<file path="config.mk">
export PLATFORM = sky130hd
export DESIGN_NAME = fir_mac_sequencer
export DESIGN_NICKNAME = d
export VERILOG_FILES = /design/src/rtl/fir_mac_sequencer.sv
export SDC_FILE = /design/constraint.sdc
export NUM_CORES = 1
export LEC_CHECK = 0
export BUFFER_PORTS_ARGS = -buffer_cell sky130_fd_sc_hd__buf_2
export CAP_MARGIN = 20
export CORE_UTILIZATION = 45
export CTS_CLUSTER_SIZE = 10
export DETAILED_ROUTE_END_ITERATION = 6
export PLACE_DENSITY_LB_ADDON = 0.2
export SLEW_MARGIN = 20
export SYNTH_ARGS = -nofsm -noshare
export SYNTH_HDL_FRONTEND = slang
export SYNTH_SLANG_ARGS = --single-unit
export TNS_END_PERCENT = 5
</file>
<file path="constraint.sdc">
create_clock -name clock -period 19.7 [get_ports clock]
set_input_delay 1.97 -clock clock [delete_from_list [all_inputs] [get_ports clock]]
set_output_delay 1.97 -clock clock [all_outputs]
set_load 0.01 [all_outputs]
</file>
<file path="src/rtl/fir_mac_sequencer.sv">
// -----------------------------------------------------------------------------
// fir_mac_sequencer
//
// Time-multiplexed FIR filter controller. A single unsigned multiply-accumulate
// unit evaluates a TAPS-tap FIR, one tap per clock cycle. The block owns the
// circular sample delay line, the runtime-programmable coefficient bank and the
// tap-sequencing state machine.
//
// Ports:
//   clock      - rising-edge clock
//   reset      - asynchronous, active-high reset
//   in_valid   - upstream offers a sample
//   in_ready   - block accepts the offered sample this cycle
//   in_data    - unsigned sample (DATA_W bits)
//   out_valid  - filter result available
//   out_ready  - downstream takes the result
//   out_data   - filter result (OUT_W bits, wide enough never to overflow)
//   cfg_we     - coefficient write strobe
//   cfg_addr   - coefficient index
//   cfg_data   - coefficient value (COEF_W bits)
//   cfg_err    - one-cycle pulse: a coefficient write was dropped while busy
//   busy       - high whenever the sequencer is not idle
// -----------------------------------------------------------------------------
module fir_mac_sequencer #(
    parameter int TAPS   = 32,
    parameter int COEF_W = 8,
    parameter int DATA_W = 8,
    parameter int OUT_W  = DATA_W + COEF_W + $clog2(TAPS)
) (
    input  logic                     clock,
    input  logic                     reset,
    input  logic                     in_valid,
    output logic                     in_ready,
    input  logic [DATA_W-1:0]        in_data,
    output logic                     out_valid,
    input  logic                     out_ready,
    output logic [OUT_W-1:0]         out_data,
    input  logic                     cfg_we,
    input  logic [$clog2(TAPS)-1:0]  cfg_addr,
    input  logic [COEF_W-1:0]        cfg_data,
    output logic                     cfg_err,
    output logic                     busy
);

    localparam int AW   = $clog2(TAPS);
    localparam int PR_W = COEF_W + DATA_W;

    typedef enum logic [1:0] {
        IDLE = 2'd0,
        MAC  = 2'd1,
        OUT  = 2'd2
    } state_t;

    state_t              r_state;
    state_t              w_nextState;

    logic [DATA_W-1:0]   r_line [TAPS];
    logic [COEF_W-1:0]   r_coef [TAPS];
    logic [AW-1:0]       r_wrPtr;
    logic [AW-1:0]       r_base;
    logic [AW-1:0]       r_tap;
    logic [OUT_W-1:0]    r_acc;
    logic                r_cfgErr;

    logic                w_accept;
    logic                w_cfgWrite;
    logic                w_lastTap;
    logic [AW-1:0]       w_rdIdx;
    logic [PR_W-1:0]     w_product;

    // Configuration wins over sample intake, so a sample is only taken in IDLE
    // when no write is being presented. The reset term keeps in_ready low while
    // reset is held, even though the state register already reads IDLE.
    assign w_accept   = (r_state == IDLE) && !cfg_we && in_valid && !reset;
    assign w_cfgWrite = (r_state == IDLE) && cfg_we;

    // TAPS is a power of two, so the natural AW-bit wrap of the subtraction
    // gives the circular read index (base - k) mod TAPS.
    assign w_rdIdx    = r_base - r_tap;
    assign w_lastTap  = (r_tap == AW'(TAPS - 1));
    assign w_product  = r_coef[r_tap] * r_line[w_rdIdx];

    assign out_data   = r_acc;
    assign cfg_err    = r_cfgErr;

    // State register.
    always_ff @(posedge clock or posedge reset) begin
        if (reset) begin
            r_state <= IDLE;
        end else begin
            r_state <= w_nextState;
        end
    end

    // Next-state and handshake outputs.
    always_comb begin
        w_nextState = r_state;
        in_ready    = 1'b0;
        out_valid   = 1'b0;
        busy        = 1'b1;
        case (r_state)
            IDLE: begin
                busy     = 1'b0;
                in_ready = !cfg_we && !reset;
                if (w_accept) begin
                    w_nextState = MAC;
                end
            end
            MAC: begin
                if (w_lastTap) begin
                    w_nextState = OUT;
                end
            end
            OUT: begin
                out_valid = 1'b1;
                if (out_ready) begin
                    w_nextState = IDLE;
                end
            end
            default: begin
                w_nextState = IDLE;
            end
        endcase
    end

    // Sample delay line: one write per accepted sample at the circular write
    // pointer; base remembers where the newest sample landed for the MAC walk.
    always_ff @(posedge clock or posedge reset) begin
        if (reset) begin
            for (int i = 0; i < TAPS; i++) begin
                r_line[i] <= '0;
            end
            r_wrPtr <= '0;
            r_base  <= '0;
        end else if (w_accept) begin
            r_line[r_wrPtr] <= in_data;
            r_base          <= r_wrPtr;
            r_wrPtr         <= r_wrPtr + AW'(1);
        end
    end

    // Coefficient bank: writes only land while idle so a running MAC pass
    // always sees one consistent coefficient set.
    always_ff @(posedge clock or posedge reset) begin
        if (reset) begin
            for (int i = 0; i < TAPS; i++) begin
                r_coef[i] <= '0;
            end
        end else if (w_cfgWrite) begin
            r_coef[cfg_addr] <= cfg_data;
        end
    end

    // A write attempted outside IDLE is discarded and flagged one cycle later.
    always_ff @(posedge clock or posedge reset) begin
        if (reset) begin
            r_cfgErr <= 1'b0;
        end else begin
            r_cfgErr <= cfg_we && (r_state != IDLE);
        end
    end

    // Tap counter and accumulator. The accumulator is cleared on accept and
    // holds its final sum through OUT so out_data stays stable under
    // backpressure.
    always_ff @(posedge clock or posedge reset) begin
        if (reset) begin
            r_tap <= '0;
            r_acc <= '0;
        end else if (w_accept) begin
            r_tap <= '0;
            r_acc <= '0;
        end else if (r_state == MAC) begin
            r_tap <= r_tap + AW'(1);
            r_acc <= r_acc + OUT_W'(w_product);
        end
    end

endmodule

</file>
=== Word-level counts from Yosys, hierarchy flattened ===
Cells that the tools add are included.

* Register bits: 551
* Output and inout port bits: 25
* Word-level logic and storage cells: 128

* $add $sub $neg: 4
* Multiply operators: 1
* Order comparisons: 6
* Equality and inequality tests: 6
* Multiplexer cells: 23
* Bitwise operators: 4
* Reductions and logical operators: 14

{| class="wikitable"
|+ Operator list
! operator !! count
|-
| bitwise mux 256 bit || 2
|-
| binary-select mux 8 bit (select 5 bit) || 2
|-
| demux 8 bit (select 5 bit) || 2
|-
| 2-to-1 mux 8 bit || 6
|-
| 2-to-1 mux 21 bit || 2
|-
| >= comparator 6 bit (second input constant) || 4
|-
| inverter 5 -> 6 bit || 4
|-
| adder 21 x 16 -> 21 bit || 1
|-
| multiplier 8 x 8 -> 16 bit || 1
|-
| < comparator 6 x 1 -> 1 bit (second input constant) || 2
|-
| adder 5 x 1 -> 5 bit (second input constant) || 2
|-
| 2-to-1 mux 5 bit || 2
|-
| logical AND 1 bit || 8
|-
| 2-to-1 mux 2 bit || 3
|-
| inequality test 2 bit (second input constant) || 3
|-
| case mux 2 bit (3 select lines) || 1
|-
| equality test 5 bit (second input constant) || 1
|-
| subtractor 5 bit || 1
|-
| nonzero test 2 bit || 2
|-
| 2-to-1 mux 1 bit || 3
|-
| AND reduction 3 bit || 1
|-
| equality test 2 x 1 -> 1 bit (second input constant) || 1
|-
| equality test 2 bit (second input constant) || 1
|-
| zero test 1 bit || 2
|-
| zero test 2 bit || 1
|}

=== Depth between registers and ports, before layout ===
* Word-level depth: 9
* Mapped depth: 27

=== Worst setup path after synthesis ===
OpenSTA, ideal clock, no wires.

* Path kind: register to register
* From: register r_tap[2]
* To: register r_acc[16] (netlist: out_data[16])
* Data arrival time: 7.402 ns
* Required time: 19.631 ns
* Setup slack: 12.229 ns
* Stages on the path, launching flop included: 27
* Buffers on the path: 3
* Path through: dfrtp_1 > clkbuf_1 > buf_2 > inv_1 > ha_1 > and3b_2 > o21a_2 > nor2_2 > buf_6 > mux2_1 > o211ai_1 > a21oi_1 > fa_1 > inv_1 > fa_1 > inv_1 > fa_1 > inv_1 > fa_1 > inv_1 > ha_1 > nand3_1 > o2111ai_1 > a311o_1 > a41oi_1 > or4b_2 > nand3_1

* Word-level cells in the longest chain between the ends: 9

{| class="wikitable"
|+ RTL lines
! item !! RTL line !! source
|-
| start: declaration || 61 || <nowiki>logic [AW-1:0] r_tap;</nowiki>
|-
| start signal: assignment || 174 || <nowiki>r_tap <= r_tap + AW'(1);</nowiki>
|-
| subtractor 5 bit || 79 || <nowiki>assign w_rdIdx = r_base - r_tap;</nowiki>
|-
| inverter 5 -> 6 bit (not written as such) || 81 || <nowiki>assign w_product = r_coef[r_tap] * r_line[w_rdIdx];</nowiki>
|-
| binary-select mux 8 bit (select 5 bit) || 81 ||
|-
| 2-to-1 mux 8 bit (not written as such) (2 in series) || 81 ||
|-
| multiplier 8 x 8 -> 16 bit * || 81 ||
|-
| adder 21 x 16 -> 21 bit * || 175 || <nowiki>r_acc <= r_acc + OUT_W'(w_product);</nowiki>
|-
| 2-to-1 mux 21 bit * || 173 || <nowiki>end else if (r_state == MAC) begin</nowiki>
|-
| 2-to-1 mux 21 bit * || 170 || <nowiki>end else if (w_accept) begin</nowiki>
|-
| end signal: assignment || 175 ||
|-
| end: declaration || 62 || <nowiki>logic [OUT_W-1:0] r_acc;</nowiki>
|}

Every way passes the cells marked *; elsewhere a longest branch is shown, timed or not. The select of a mux whose other input is x is not followed.
A chain may end at the register's enable or synchronous reset.

=== Final worst setup path ===
* From: register r_tap[1]
* To: register r_acc[16] (netlist: out_data[16])

The elaborated chain is that of the path after synthesis.

==> results.toml <==
[floorplanning]
die_w_um = 252
rows = 91
die-area_mm2 = 0.0637
start_util_pct = 45.6
ioPinCount = 51
die_h_um = 252
core_area_mm2 = 0.0618

[drt]
dr.pass1.iters = 5
viasPerCell = 5.83
vias = 16600
drtAntennaViolNets = 0
finalWirelength_um = 67600
wl_per_cell_um = 23.8
drc = 0
drt_iter0_markers = 928

[finish]
layout_common_cells = "dfrtp_1 (549), mux2_2 (526), mux4_2 (140), inv_1 (106), clkbuf_16 (66)"
stdcell_count = 2840
drive_above_1_share_pct = 41.9
antenna_cells = 0
nets = 2115
final_area_mm2 = 0.0310
final_common_cell = "dfrtp_1"
nFillCells = 5291
area_delta_synth_final_pct = 9.79

[cts]
ctsResizeCount = 0
post_cts_buffers = 0
cts_root_buf = "clkbuf_16"
clkTransAtPathRegs_ps = 60
clk_path_buf_depth = 3
cts_num_sinks = 551
cts.htree.levels = 3
cts_made_buffers = 66
holdBufCountCts = 0
cts_tree = "built"
clock_latency_ps = 620

[min_path]
min_path_type = "flop to flop"

[place]
gp_congestion = 0.910
dp_cells = 2754
portBuffers = 50
dp_hpwl_um = 44700
dpl_cell_area_mm2 = 0.0291
pre_cts_ws_ps = 11010

[global_routing]
first_global_vias = 17800
antenna_found_initial = 0
grt_max_degree = 180
track_usage_pct = 22.2
grt_overflow = 0
grt_pass1_wl_um = 108000

[worst_setup_path]
crit_path_max_fanout = 53
r2r_slack_ps = 10960
arrival_ps = 9280
critical_path_class = "flop to flop"
worst_ep_required_time_ps = 20240
start_kind = "flop"
cp-end-kind = "flop"

[power_and_ir_drop]
p_sw_mw = 1.84
total_power_mw = 4.68
peakVddDrop_mv = 0.156
clkPwrFrac_pct = 23.1
p_seq_share_pct = 31.4
swShare_pct = 39.4
p_int_mw = 2.84
power.leakage_nw = 14.9
combPwrFrac_pct = 45.5
power_density_mw_per_mm2 = 151

[sta]
min_period_ps = 8740
finalMaxSlewViolations = 0
setup_ws_ps = 10960
worstMarginPinSlew_ps = 1110
skew_ps = 24.8
rsz0062_at_grt = "no"
setup_violations = 0
maxSlewHeadroom_pct = 25.8
final_hold_viol_count = 0
min_period_over_period_pct = 44.4
clock.fmax_mhz = 114
fin_setup_tns_ps = 0

[job]
drv_cap = 0

[yosys]
synth-edff-count = 0
syn_area_per_cell_um2 = 14.2
ys_seq_area_share_pct = 48.9
synth_ff_type = "dfrtp_1"
async_reset_ff_share_pct = 100
ys_ff_latch = 551
syn_nets = 2108
yosys_warnings = 0
netlist_area_mm2 = 0.0282
syn_inst = 1980
yosys.cell_types.count = 64

[run_status]
run_status = "finished, final reports clean"
## kinds of logic (layout without fill, tap and decap cells)
logic type,count (synthesis),count (layout),share of synthesized area (%)
mux,681,681,33.2
flops,551,551,48.9
buf+inv,234,257,3.46
simple gates,220,220,4.14
compound gates,177,177,3.96
fa+ha+maj,102,102,5.88
xor+xnor,15,15,0.466
## power groups by stage
stage / sequential, mW / clock [mW] / combinational (mW)
2_1_floorplan: 1.43 / 0 / 1.63
3_3_place_gp: 1.47 / 0 / 2.11
6_report: 1.47 / 1.08 / 2.13
5_1_grt: 1.49 / 1.16 / 2.35
3_5_place_dp: 1.49 / 0 / 2.13
4_1_cts: 1.47 / 1.11 / 2.14
## per-layer routing
metal	track usage, %	wire, um
met1	30.2	29800
met2	37.6	34300
met3	3.56	2260
met4	4.92	1280
met5	0	0
## worst paths after layout
check,endpoint,cells after the start,from
worst max-delay path,out_data[16],24,r_tap[1]
worst min-delay path,r_coef[198],1,r_coef[198]
worst max register to register,out_data[16],24,r_tap[1]
worst min register to register,r_coef[198],1,r_coef[198]
max in group asynchronous,r_line[76],6,reset
min in group asynchronous,cfg_err,2,reset
## sequential cells by signal, indices dropped and copies added (netlist names)
signal,cells
cfg_err,1
r_tap,5
r_line,256
out_data,21
r_state,2
r_wrPtr,5
r_base,5
r_coef,256
## cells in the mapped netlist (27+ instances only)
master	instances	share of area [%]
fa_1	51	3.6
nor2_1	27	0.36
inv_1	107	1.4
nand2_1	65	0.86
ha_1	51	2.3
a21oi_1	50	0.89
mux4_2	140	11
o21ai_0	42	0.75
dfrtp_1	551	49
nand3_1	45	0.80
mux2_2	526	21
clkbuf_1	95	1.3
a21o_1	30	0.80
## stage by stage
stage | hold slack, ps | utilization (%)
after floorplan | 453 | -
after global placement | 474 | 47.1
after detailed placement | 481 | 47.1
after CTS | 499 | 50.0
after global routing | 507 | 50.1
final | 495 | 50.1
## layout make-up
class / count / area [um2] / area share, %
Timing Repair Buffer: 65 / 428 / 1.38
Clock inverter: 9 / 131 / 0.424
Tap cell: 837 / 1050 / 3.38
Clock buffer: 75 / 1700 / 5.47
Multi-Input combinational cell: 1195 / 13500 / 43.5
Inverter: 108 / 413 / 1.33
Sequential cell: 551 / 13800 / 44.5
## worst max-delay path, stage by stage (launching register included)
cell	delay, ps
dfrtp_2	630
buf_4	770
inv_1	180
ha_1	320
and3b_2	250
o21a_2	330
nor2_2	670
mux2_2	410
o211ai_1	540
a21oi_1	210
fa_1	560
inv_1	60
fa_1	540
inv_1	50
fa_1	490
inv_1	60
fa_1	480
inv_1	40
ha_1	370
nand3_1	90
o2111ai_1	340
a311o_1	330
a41oi_1	170
or4b_2	650
nand3_1	100
(Power assumes the default switching activity.)
